### config.mk
export PLATFORM = sky130hd
export DESIGN_NAME = sseg_scan_capture
export DESIGN_NICKNAME = d
export VERILOG_FILES = /design/src/rtl/sseg_scan_capture.sv
export SDC_FILE = /design/constraint.sdc
export NUM_CORES = 1
export LEC_CHECK = 0
export ABC_CLOCK_PERIOD_IN_PS = 3600
export CAP_MARGIN = 25
export CORE_ASPECT_RATIO = 0.8
export CORE_MARGIN = 5
export CORE_UTILIZATION = 40
export CTS_CLUSTER_DIAMETER = 100
export DETAILED_ROUTE_END_ITERATION = 8
export PLACE_DENSITY_LB_ADDON = 0.2
export SLEW_MARGIN = 20
export SYNTH_ARGS = -nofsm -noshare
export SYNTH_HDL_FRONTEND = slang
export SYNTH_SLANG_ARGS = --single-unit
### constraint.sdc
create_clock -name clk -period 3.6 [get_ports clk]
set_clock_uncertainty 0.05 [all_clocks]
set_input_delay 0.36 -clock clk [delete_from_list [all_inputs] [get_ports clk]]
set_output_delay 0.36 -clock clk [all_outputs]
set_load 0.02 [all_outputs]
### src/rtl/sseg_scan_capture.sv
`default_nettype none
// ============================================================================
// Module   : sseg_scan_capture
// Brief    : Recovers per-digit hex nibbles from a multiplexed 7-seg bus.
// Revision : 1.0 - initial release
// ============================================================================
module sseg_scan_capture #(
  parameter int SETTLE_CYCLES = 4
) (
  input  logic        clk,
  input  logic        rst,
  input  logic [0:6]  SSeg,
  input  logic [3:0]  An,
  output logic [15:0] digits,
  output logic [3:0]  digit_valid,
  output logic        frame_valid,
  output logic        seg_error,
  output logic [1:0]  err_digit
);

  localparam logic [1:0] c_IDLE    = 2'd0;
  localparam logic [1:0] c_SETTLE  = 2'd1;
  localparam logic [1:0] c_CAPTURE = 2'd2;
  localparam logic [1:0] c_HOLD    = 2'd3;
  localparam logic [7:0] c_SETTLE_CNT = 8'(SETTLE_CYCLES);

  logic [6:0] r_segSamp;   // bit 6 = segment a
  logic [3:0] r_anSamp;
  logic [1:0] r_state;
  logic [7:0] r_count;
  logic [3:0] r_anLatch;
  logic [1:0] r_digitIdx;

  logic [1:0] w_stateNext;
  logic [7:0] w_countNext;
  logic [7:0] w_countInc;
  logic [3:0] w_latchNext;
  logic [1:0] w_idxNext;
  logic       w_startScan;
  logic       w_goIdle;
  logic       w_anSingle;
  logic [1:0] w_anIdx;
  logic       w_changed;
  logic [6:0] w_segHi;
  logic [3:0] w_nibble;
  logic       w_segOk;
  logic       w_capture;

  always_ff @(posedge clk or posedge rst) begin
    if (rst) begin
      r_segSamp <= 7'h7F;
      r_anSamp  <= 4'hF;
    end else begin
      r_segSamp <= SSeg;
      r_anSamp  <= An;
    end
  end

  always_comb begin
    w_anSingle = 1'b1;
    w_anIdx    = 2'd0;
    case (r_anSamp)
      4'b1110: w_anIdx = 2'd0;
      4'b1101: w_anIdx = 2'd1;
      4'b1011: w_anIdx = 2'd2;
      4'b0111: w_anIdx = 2'd3;
      default: w_anSingle = 1'b0;
    endcase
  end

  assign w_changed  = (r_anSamp != r_anLatch);
  assign w_countInc = (r_count == 8'hFF) ? r_count : r_count + 8'd1;

  always_ff @(posedge clk or posedge rst) begin
    if (rst) begin
      r_state    <= c_IDLE;
      r_count    <= 8'd0;
      r_anLatch  <= 4'hF;
      r_digitIdx <= 2'd0;
    end else begin
      r_state    <= w_stateNext;
      r_count    <= w_countNext;
      r_anLatch  <= w_latchNext;
      r_digitIdx <= w_idxNext;
    end
  end

  always_comb begin
    w_stateNext = r_state;
    w_countNext = r_count;
    w_latchNext = r_anLatch;
    w_idxNext   = r_digitIdx;
    w_startScan = 1'b0;
    w_goIdle    = 1'b0;
    case (r_state)
      c_IDLE: begin
        w_countNext = 8'd0;
        w_startScan = w_anSingle;
      end
      c_SETTLE: begin
        if (w_changed) begin
          w_startScan = w_anSingle;
          w_goIdle    = !w_anSingle;
        end else begin
          w_countNext = w_countInc;
          if (w_countInc >= c_SETTLE_CNT) w_stateNext = c_CAPTURE;
        end
      end
      c_CAPTURE: w_stateNext = c_HOLD;
      c_HOLD: begin
        if (w_changed) begin
          w_startScan = w_anSingle;
          w_goIdle    = !w_anSingle;
        end
      end
      default: w_goIdle = 1'b1;
    endcase
    // A new slot counts its first registered cycle immediately.
    if (w_startScan) begin
      w_stateNext = (c_SETTLE_CNT <= 8'd1) ? c_CAPTURE : c_SETTLE;
      w_countNext = 8'd1;
      w_latchNext = r_anSamp;
      w_idxNext   = w_anIdx;
    end
    if (w_goIdle) begin
      w_stateNext = c_IDLE;
      w_countNext = 8'd0;
      w_latchNext = r_anSamp;
    end
  end

  assign w_segHi = ~r_segSamp;

  always_comb begin
    w_capture = (r_state == c_CAPTURE);
    w_segOk   = 1'b1;
    w_nibble  = 4'h0;
    case (w_segHi)
      7'b1111110: w_nibble = 4'h0;
      7'b0110000: w_nibble = 4'h1;
      7'b1101101: w_nibble = 4'h2;
      7'b1111001: w_nibble = 4'h3;
      7'b0110011: w_nibble = 4'h4;
      7'b1011011: w_nibble = 4'h5;
      7'b1011111: w_nibble = 4'h6;
      7'b1110000: w_nibble = 4'h7;
      7'b1111111: w_nibble = 4'h8;
      7'b1111011: w_nibble = 4'h9;
      7'b1110111: w_nibble = 4'hA;
      7'b0011111: w_nibble = 4'hB;
      7'b1001110: w_nibble = 4'hC;
      7'b0111101: w_nibble = 4'hD;
      7'b1001111: w_nibble = 4'hE;
      7'b1000111: w_nibble = 4'hF;
      default:    w_segOk  = 1'b0;
    endcase
  end

  // A full valid set and a capture never share an edge: capture is followed by HOLD.
  always_ff @(posedge clk or posedge rst) begin
    if (rst) begin
      digits      <= 16'h0000;
      digit_valid <= 4'b0000;
      frame_valid <= 1'b0;
      seg_error   <= 1'b0;
      err_digit   <= 2'd0;
    end else begin
      frame_valid <= 1'b0;
      seg_error   <= 1'b0;
      if (digit_valid == 4'b1111) begin
        digit_valid <= 4'b0000;
        frame_valid <= 1'b1;
      end
      if (w_capture) begin
        if (w_segOk) begin
          digits[{r_digitIdx, 2'b00} +: 4] <= w_nibble;
          digit_valid[r_digitIdx]          <= 1'b1;
        end else begin
          seg_error <= 1'b1;
          err_digit <= r_digitIdx;
        end
      end
    end
  end

endmodule
`default_nettype wire

# Yosys cells after proc, flatten, opt, wreduce, memory -nomap -nowiden
# Index checks and enable logic that the tools add are counted.
[totals] register_bits=51 latch_bits=0 ram_bits=0 rom_bits=0 inputBits=13 out_inout_bits=24 elab_cells=91 n_memories=0
[classes] n_addsub=2 mul=0 div_mod_pow=0 order_cmp=3 n_eq_ne=28 n_shift=2 muxes=29 bitwise=3 reduce_logical=13
[op_table] op="== test 7 bit, second input constant" count=12
[op_table] op="case mux 4 bit (15 select lines)" count=1
[op_table] op="two-way mux 8 bit" count=4
[op_table] op="== test 7 x 6 -> 1 bit, second input constant" count=3
[op_table] op="two-way mux 4 bit" count=5
[op_table] op="bitwise mux 16 bit" count=1
[op_table] op="== test 4 bit, second input constant" count=4
[op_table] op="case mux 8 bit (2 select lines)" count=1
[op_table] op="OR reduction 16 bit" count=1
[op_table] op="variable shift 4 x 6 -> 16 bit, first input constant" count=1
[op_table] op="indexed part select 4 x 6 -> 16 bit" count=1
[op_table] op="two-way mux 1 bit" count=9
[op_table] op="adder 8 x 1 -> 8 bit, second input constant" count=1
[op_table] op="== test 8 bit, second input constant" count=1
[op_table] op=">= comparator 8 x 3 -> 1 bit, second input constant" count=1
[op_table] op="two-way mux 2 bit" count=4
[op_table] op="!= test 4 bit, second input constant" count=2
[op_table] op="nonzero test 4 bit" count=2
[op_table] op="== test 7 x 5 -> 1 bit, second input constant" count=1
[op_table] op="NOT 7 bit" count=1
[op_table] op="negation 4 -> 6 bit" count=1
[op_table] op="case mux 2 bit (3 select lines)" count=1
[op_table] op="AND reduction 2 bit" count=3
[op_table] op="== test 2 bit, second input constant" count=2
[op_table] op="other kinds (17)" count=17

# Logic depth before layout (Yosys ltp)
# Gate-level depths: netlist of the first run.
[depth] ltp_word=8 depth_mapped=8 depth_no_buf=8

# Worst setup path after synthesis of the first run
# Ideal clock, no wire load.
[synth_path] path_kind="register to register" start="register r_segSamp[0]" end="register err_digit[0]" setup_time_ps=128 arrival_ps=1942 required_time_ps=3422 slack_ps=1480 stages_incl_launch_ff=8 n_path_buf=1 period_less_slack_ps=2120 cell_sequence="dfstp_2 > buf_4 > inv_1 > or4_4 > nor4_4 > nor2b_1 > nand2_1 > mux2_1"
[synth_between] elab_chain_len=6 word_cells_on_any_way=21 cone_classes="16 x eq/ne; 1 x mux; 2 x bitwise; 2 x reduce/logical"
[synth_lines] item="from (decl)" line="27" rtl="logic [6:0] r_segSamp;"
[synth_lines] item="from (signal assigned)" line="54" rtl="r_segSamp <= SSeg;"
[synth_lines] item="NOT 7 bit (*)" line="132" rtl="assign w_segHi = ~r_segSamp;"
[synth_lines] item="== test 7 bit (tied with other cells)" line="138" rtl="case (w_segHi)"
[synth_lines] item="OR reduction 16 bit (no source line) (*)"
[synth_lines] item="two-way mux 1 bit (*)" line="138"
[synth_lines] item="NOT 1 bit (no source line) (*)"
[synth_lines] item="AND reduction 2 bit (no source line) (*)"
[synth_lines] item="to (signal assigned)" line="180" rtl="err_digit <= r_digitIdx;"
[synth_lines] item="to (decl)" line="18" rtl="output logic [1:0] err_digit"
# Every way passes the cells marked *; elsewhere a longest branch is shown, timed or not.
# A chain may end at the register's enable or synchronous reset.

# Worst setup path after layout of the first run
[layout_path] start="register r_segSamp[3]" end="register digits[15]"
[layout_between] elab_chain_len=5 word_cells_on_any_way=23 cone_classes="16 x eq/ne; 1 x shift; 3 x mux; 1 x bitwise; 2 x reduce/logical"
[layout_lines] item="NOT 7 bit (*)" line="132"
[layout_lines] item="== test 7 bit (tied with other cells)" line="138"
[layout_lines] item="case mux 4 bit (15 select lines) / OR reduction 16 bit (equally long branches)"
[layout_lines] item="indexed part select 4 x 6 -> 16 bit / two-way mux 1 bit (equally long branches)" line="176, 138"
[layout_lines] item="bitwise mux 16 bit / AND reduction 2 bit (equally long branches)"
[layout_lines] item="to (signal, indexed assignment)" line="176" rtl="digits[{r_digitIdx, 2'b00} +: 4] <= w_nibble;"
[layout_lines] item="to (decl)" line="14" rtl="output logic [15:0] digits,"
# Marks and branches as above.

==> results of run 1 <==
==> sequential cells by signal (all words and copies together), names as in the netlist <==
name	cells
err_digit	2
r_anLatch	4
seg_error	1
r_state	2
r_count	8
r_segSamp	7
digits	16
frame_valid	1
r_digitIdx	2
r_anSamp	4
digit_valid	4
==> cells in the mapped netlist (all sizes together), types with 2 or more instances <==
cell type / number
and4b: 2
nand3b: 2
xnor2: 3
mux2: 6
a32o: 4
or3: 2
nor4: 3
a22o: 17
buf: 11
nor3: 7
nand2: 19
and2: 2
nand4: 7
and3: 5
xor2: 6
o41ai: 2
and4: 3
dfrtp: 36
nand2b: 3
nand4b: 2
or2: 2
or4: 2
inv: 11
o21ai: 12
ha: 13
dfstp: 15
clkbuf: 7
o211ai: 4
nor2b: 5
a31oi: 4
nor2: 12
nand3: 6
a21oi: 22
==> stage by stage <==
step	hold WS, ns	std cells	cell area (sq um)	utilization
after detailed placement	0.439	380	3270	0.469
final	0.402	388	3400	0.489
after floorplan	0.314	274	2900	-
after global routing	0.378	388	3400	0.489
after global placement	0.437	380	3270	0.469
after CTS	0.387	388	3400	0.489
==> per-layer routing <==
layer | routed length, microns | GRT usage
met4 | 80 | 0.0453
met5 | 0 | 0
met3 | 234 | 0.0293
met1 | 3230 | 0.210
met2 | 2430 | 0.183
==> cells in the final DEF, fill, tap and decap left out, types with 4 or more instances in the layout <==
master | Yosys | final
mux2_4 | 4 | 4
a21oi_1 | 20 | 20
nor2b_1 | 5 | 5
dfrtp_1 | 36 | 36
clkdlybuf4s50_1 | 0 | 36
ha_1 | 13 | 13
clkbuf_8 | 0 | 5
nor2_1 | 12 | 12
a22o_1 | 17 | 17
nand4_1 | 7 | 7
and3_1 | 5 | 5
a31oi_1 | 4 | 4
o21ai_1 | 6 | 6
dfstp_2 | 15 | 15
o21ai_0 | 5 | 5
nand3_1 | 6 | 6
nor3_1 | 7 | 7
inv_1 | 11 | 10
nand2_1 | 19 | 19
xor2_1 | 5 | 5
==> worst reg2reg max path, stage by stage (launching register included) <==
cell	delay, ns
dfstp_2	0.71
nor3_1	0.11
a22o_1	0.24
a32oi_1	0.30
nand4_1	0.31
o211ai_2	0.32
a22o_1	0.20
==> path summary, 6_finish.rpt <==
| kind | slack [ns] | endpoint | start | depth (start not counted) |
|---|---|---|---|---|
| max reg2reg | 1.30 | digits[15] | r_segSamp[3] | 6 |
| max in group asynchronous | 2.31 | r_segSamp[4] | rst | 3 |
| max | 1.30 | digits[15] | r_segSamp[3] | 6 |
| min reg2reg | 0.46 | digits[7] | digits[7] | 1 |
| min | 0.40 | r_anSamp[2] | An[2] | 1 |
| min in group asynchronous | 0.41 | digits[8] | rst | 2 |
==> logic make-up (layout without fill, tap and decap cells) <==
| logic type | after synthesis | after routing | share of synthesized area |
|---|---|---|---|
| AO/OA/AOI/OAI | 80 | 80 | 0.212 |
| XOR/XNOR | 9 | 9 | 0.0298 |
| adder cells (fa/ha/maj) | 13 | 13 | 0.0561 |
| buffers and inverters | 29 | 56 | 0.0522 |
| flip-flops | 51 | 51 | 0.447 |
| multiplexers | 6 | 6 | 0.0285 |
| AND/OR/NAND/NOR | 86 | 86 | 0.175 |
==> area by class of cell <==
type / instances / area (sq um)
fillers: 649 / 3560
flip-flops and latches: 51 / 1290
well taps: 87 / 109
clock inverters: 3 / 67.6
repair buffers: 37 / 368
clock buffers: 5 / 68.8
inverters: 11 / 41.3
multi-input cells: 194 / 1450
==> power breakdown <==
group          internal [mW]  switching, mW
Sequential             0.701          0.117
Clock                  0.277          0.196
Combinational          0.376          0.456
==> out/results.txt, run 1 <==
outcome - completed
final hold violation count - 0
EDFF count, synth - 0
largest net degree at the start of global routing - 33
post-layout power - 2.12 mW
clock root cell - clkbuf_8
DIE AREA - 9060 sq um
Distinct cells, synth - 64
Initial DRC Count - 90
CP max stage cell - dfstp_2
drt drc - 0
CP cell instances - nor3_1 > a22o_1 > a32oi_1 > nand4_1 > o211ai_2 > a22o_1
Post-Syn Nets - 300
CTS buffer count - 5
FF+latch count, synth - 51
top-level port count - 37
Critical Path AT - 2.50 ns
top cells by area, synth - dfrtp_1 (31%), dfstp_2 (14%), ha_1 (5.6%)
slowest cell delay on critical path - 0.71 ns
core region area - 6960 sq um
CP Data Required Time - 3.80 ns
fin nets - 326
post-place setup slack - 1.30 ns
Post-CTS Hold Buffers - 0
Rows - 27
critical path fanouts, max - 15
Chip Width - 105 microns
WS Path Type - reg -> reg
largest area contributor in the netlist - dfrtp_1
TritonCTS clock tree - done
static leakage - 1.45 nW
Starting Density - 0.417
Setup crit end kind - flip-flop
critical path launch point type - flip-flop
initial antenna violation count - 0
Avg Cell Area, Syn - 10.6 sq um
post-synth top area share - 0.311
final setup fails - 0
Mapped Area - 2900 sq um
Clock Pin Slew Worst Setup and Hold Paths - 0.10 ns
RSZ-0062 raised after global routing - no
max_cap viols - 0
Gate Count Post-Synth - 274
post-DP HPWL - 4390 microns
HP Class - in -> reg
Ys Warns - 0
GRT Residual Overflow - 0
asr flop ratio synth - 1.00
fin crit share - 0.638
First-pass DRT Iterations - 4
Routed WL per cell - 15.4 microns
maximum operating frequency - 0.435 GHz
post-route antenna net violation count - 0
power density cells - 624 nW/um^2
share of cells above drive strength 1 - 0.146
# resized after CTS - 0
number of global-route vias before repair - 1970
slew margin rel. - 0.448
Primary FF master, synth - dfrtp_1
Sink Count - 51
most common cell type on the critical path - a22o_1
vias per inst - 5.61
die height - 86.1 microns
DR vias - 2178
Final Wtd Congestion - 0.859
CP bufs+invs - 0
Clock Latency Late Sink - 0.31 ns
Worst Max-Slew Pin Slew - 0.817 ns
Crit path max-delay family - compound AO/OA/AOI/OAI gates
Area Growth Syn to Fin - 17.3%
H-tree depth - 2
GR Util All Layers - 0.135
share of the yosys chip area belonging to registers - 0.447
PortBufs - 36
Post-CTS Setup Bufs - 0
setup TNS - 0 ns
first-pass GRT wire length - 10100 microns
n_diodes - 0
Bufs on Longest Clock Path - 2
Final Max Tran Viols - 0
final WL - 5980 microns
Max VDD drop - 0.000314 V
minimum clock period - 2.30 ns
fin worst setup slack - 1.30 ns
Power figures use the tool's default switching activity.
==> run 2: changes to the inputs <==
Settings changed: ABC_CLOCK_PERIOD_IN_PS 3600 to 2270.
Clock period 3.6 ns to 2.27 ns, I/O delays scaled along.
==> out/results.txt, run 2 (synthesis gave the netlist of run 1 again) <==
outcome - completed
core region area - 6960 sq um
WS Path Type - reg -> reg
n_diodes - 0
multi-input combinational cell area - 1530 sq um
Top reg by flops - digits
critical path fanouts, max - 5
slew margin rel. - 0.441
fin crit share - 0.963
Routed WL per cell - 15.6 microns
post-layout power - 3.63 mW
DP Cell Count - 390
top-level port count - 37
Area Growth Syn to Fin - 25.4%
drt drc - 0
most frequent cells in the layout - dfrtp_1 (36), clkdlybuf4s50_1 (36), a21oi_1 (20), nand2_1 (19), a22o_1 (17)
hold slack - 0.272 ns
final setup fails - 0
maximum operating frequency - 0.457 GHz
CTS buffer count - 5
TritonCTS clock tree - done
Final Max Tran Viols - 0
GR Util All Layers - 0.139
share of cells above drive strength 1 - 0.223
final hold violation count - 0
max_cap viols - 0
Post-Layout Cell Count - 405
Critical Path AT - 2.33 ns
Chip Width - 105 microns
largest net degree at the start of global routing - 33
CP bufs+invs - 2
Top Registers - digits x16, r_count x8, r_segSamp x7
CP cell instances - inv_1 > ha_4 > inv_2 > or4_1 > nor2_2 > a21oi_1 > and3_1 > a2111o_1
Max VDD drop - 0.000562 V
post-DP HPWL - 4480 microns
Clock Pin Slew Worst Setup and Hold Paths - 0.10 ns
power density cells - 998 nW/um^2
PortBufs - 36
vias per inst - 5.44
number of flip-flops under the largest register name - 16
CP max stage cell - or4_1
fillcell total - 622
clock root cell - clkbuf_8
Sink Count - 51
Clock Latency Late Sink - 0.30 ns
Rows - 27
final WL - 6300 microns
Final Cell Area - 3630 sq um
Final Wtd Congestion - 0.914
DIE AREA - 9060 sq um
first-pass GRT wire length - 10500 microns
minimum clock period - 2.19 ns
number of global-route vias before repair - 2099
Post-DP Area - 3350 sq um
Starting Density - 0.417
post-route antenna net violation count - 0
CP Data Required Time - 2.41 ns
GRT Residual Overflow - 0
initial antenna violation count - 0
slowest cell delay on critical path - 0.54 ns
Crit path max-delay family - simple AND/OR/NAND/NOR gates
H-tree depth - 2
fin nets - 343
Initial DRC Count - 96
HP Class - in -> reg
critical path launch point type - flip-flop
FF/Latch Area - 1290 sq um
Setup crit end kind - flip-flop
Worst Max-Slew Pin Slew - 0.828 ns
die height - 86.1 microns
Bufs on Longest Clock Path - 2
static leakage - 1.55 nW
DR vias - 2202
First-pass DRT Iterations - 4
final core utilization - 0.522
==> run 2: changes by cell type in the layout (fill, tap and decap cells not counted), sizes merged <==
cell  change
buf      +17
==> run 2: final cells by class <==
cell class | instances | area share
clock buffer | 5 | 0.0189
clock inverter | 3 | 0.0186
inverter | 11 | 0.0114
multi-input combinational | 194 | 0.421
sequential | 51 | 0.356
tap | 87 | 0.0299
timing repair buffer | 54 | 0.144
==> run 2: final timing paths <==
check	start	to	slack, ns	cells after the start
min in group asynchronous	rst	digits[10]	0.29	2
max	r_state[1]	r_state[0]	0.08	8
max reg2reg	r_state[1]	r_state[0]	0.08	8
min	SSeg[0]	r_segSamp[6]	0.27	1
min reg2reg	digit_valid[0]	digit_valid[0]	0.46	2
max in group asynchronous	rst	r_digitIdx[1]	1.34	3
==> run 2: metrics by stage <==
step | TNS, ns | setup WS, ns
2_1_floorplan | 0 | 0.150
3_3_place_gp | 0 | 0.0486
3_5_place_dp | -0.00207 | -0.00207
4_1_cts | 0 | 0.0481
5_1_grt | -0.128 | -0.0299
6_report | 0 | 0.0834
==> run 2: power by group <==
| group | switching [mW] | leakage, nW | total [mW] | internal (mW) |
|---|---|---|---|---|
| clock network | 0.310 | 0.0644 | 0.750 | 0.440 |
| registers | 0.152 | 0.647 | 1.27 | 1.11 |
| logic | 0.851 | 0.840 | 1.61 | 0.760 |
| total | 1.31 | 1.55 | 3.63 | 2.31 |
==> run 2: timing repair <==
| action | 4_1_cts | 5_1_grt |
|---|---|---|
| setup endpoints to repair | 1 | 11 |
| hold buffers | 0 | 0 |
| pin swaps | 1 | 3 |
| gates resized for setup | 0 | 13 |
| buffers inserted | 2 | 5 |
==> run 2: metal layers <==
| layer | up-vias | GRT usage | routed length, microns |
|---|---|---|---|
| met5 | - | 0 | 0 |
| met4 | 0 | 0.0360 | 68 |
| met2 | 53 | 0.193 | 2580 |
| li1 | 1097 | - | - |
| met1 | 1045 | 0.216 | 3360 |
| met3 | 7 | 0.0316 | 297 |
==> run 2: worst register-to-register path, delay by kind of cell (launching register included) <==
kind                     cells  cell delay, ns
AO/OA/AOI/OAI                2            0.42
adder cells (fa/ha/maj)      1            0.16
buffers and inverters        2            0.17
flip-flops                   1            0.39
AND/OR/NAND/NOR              3            0.90
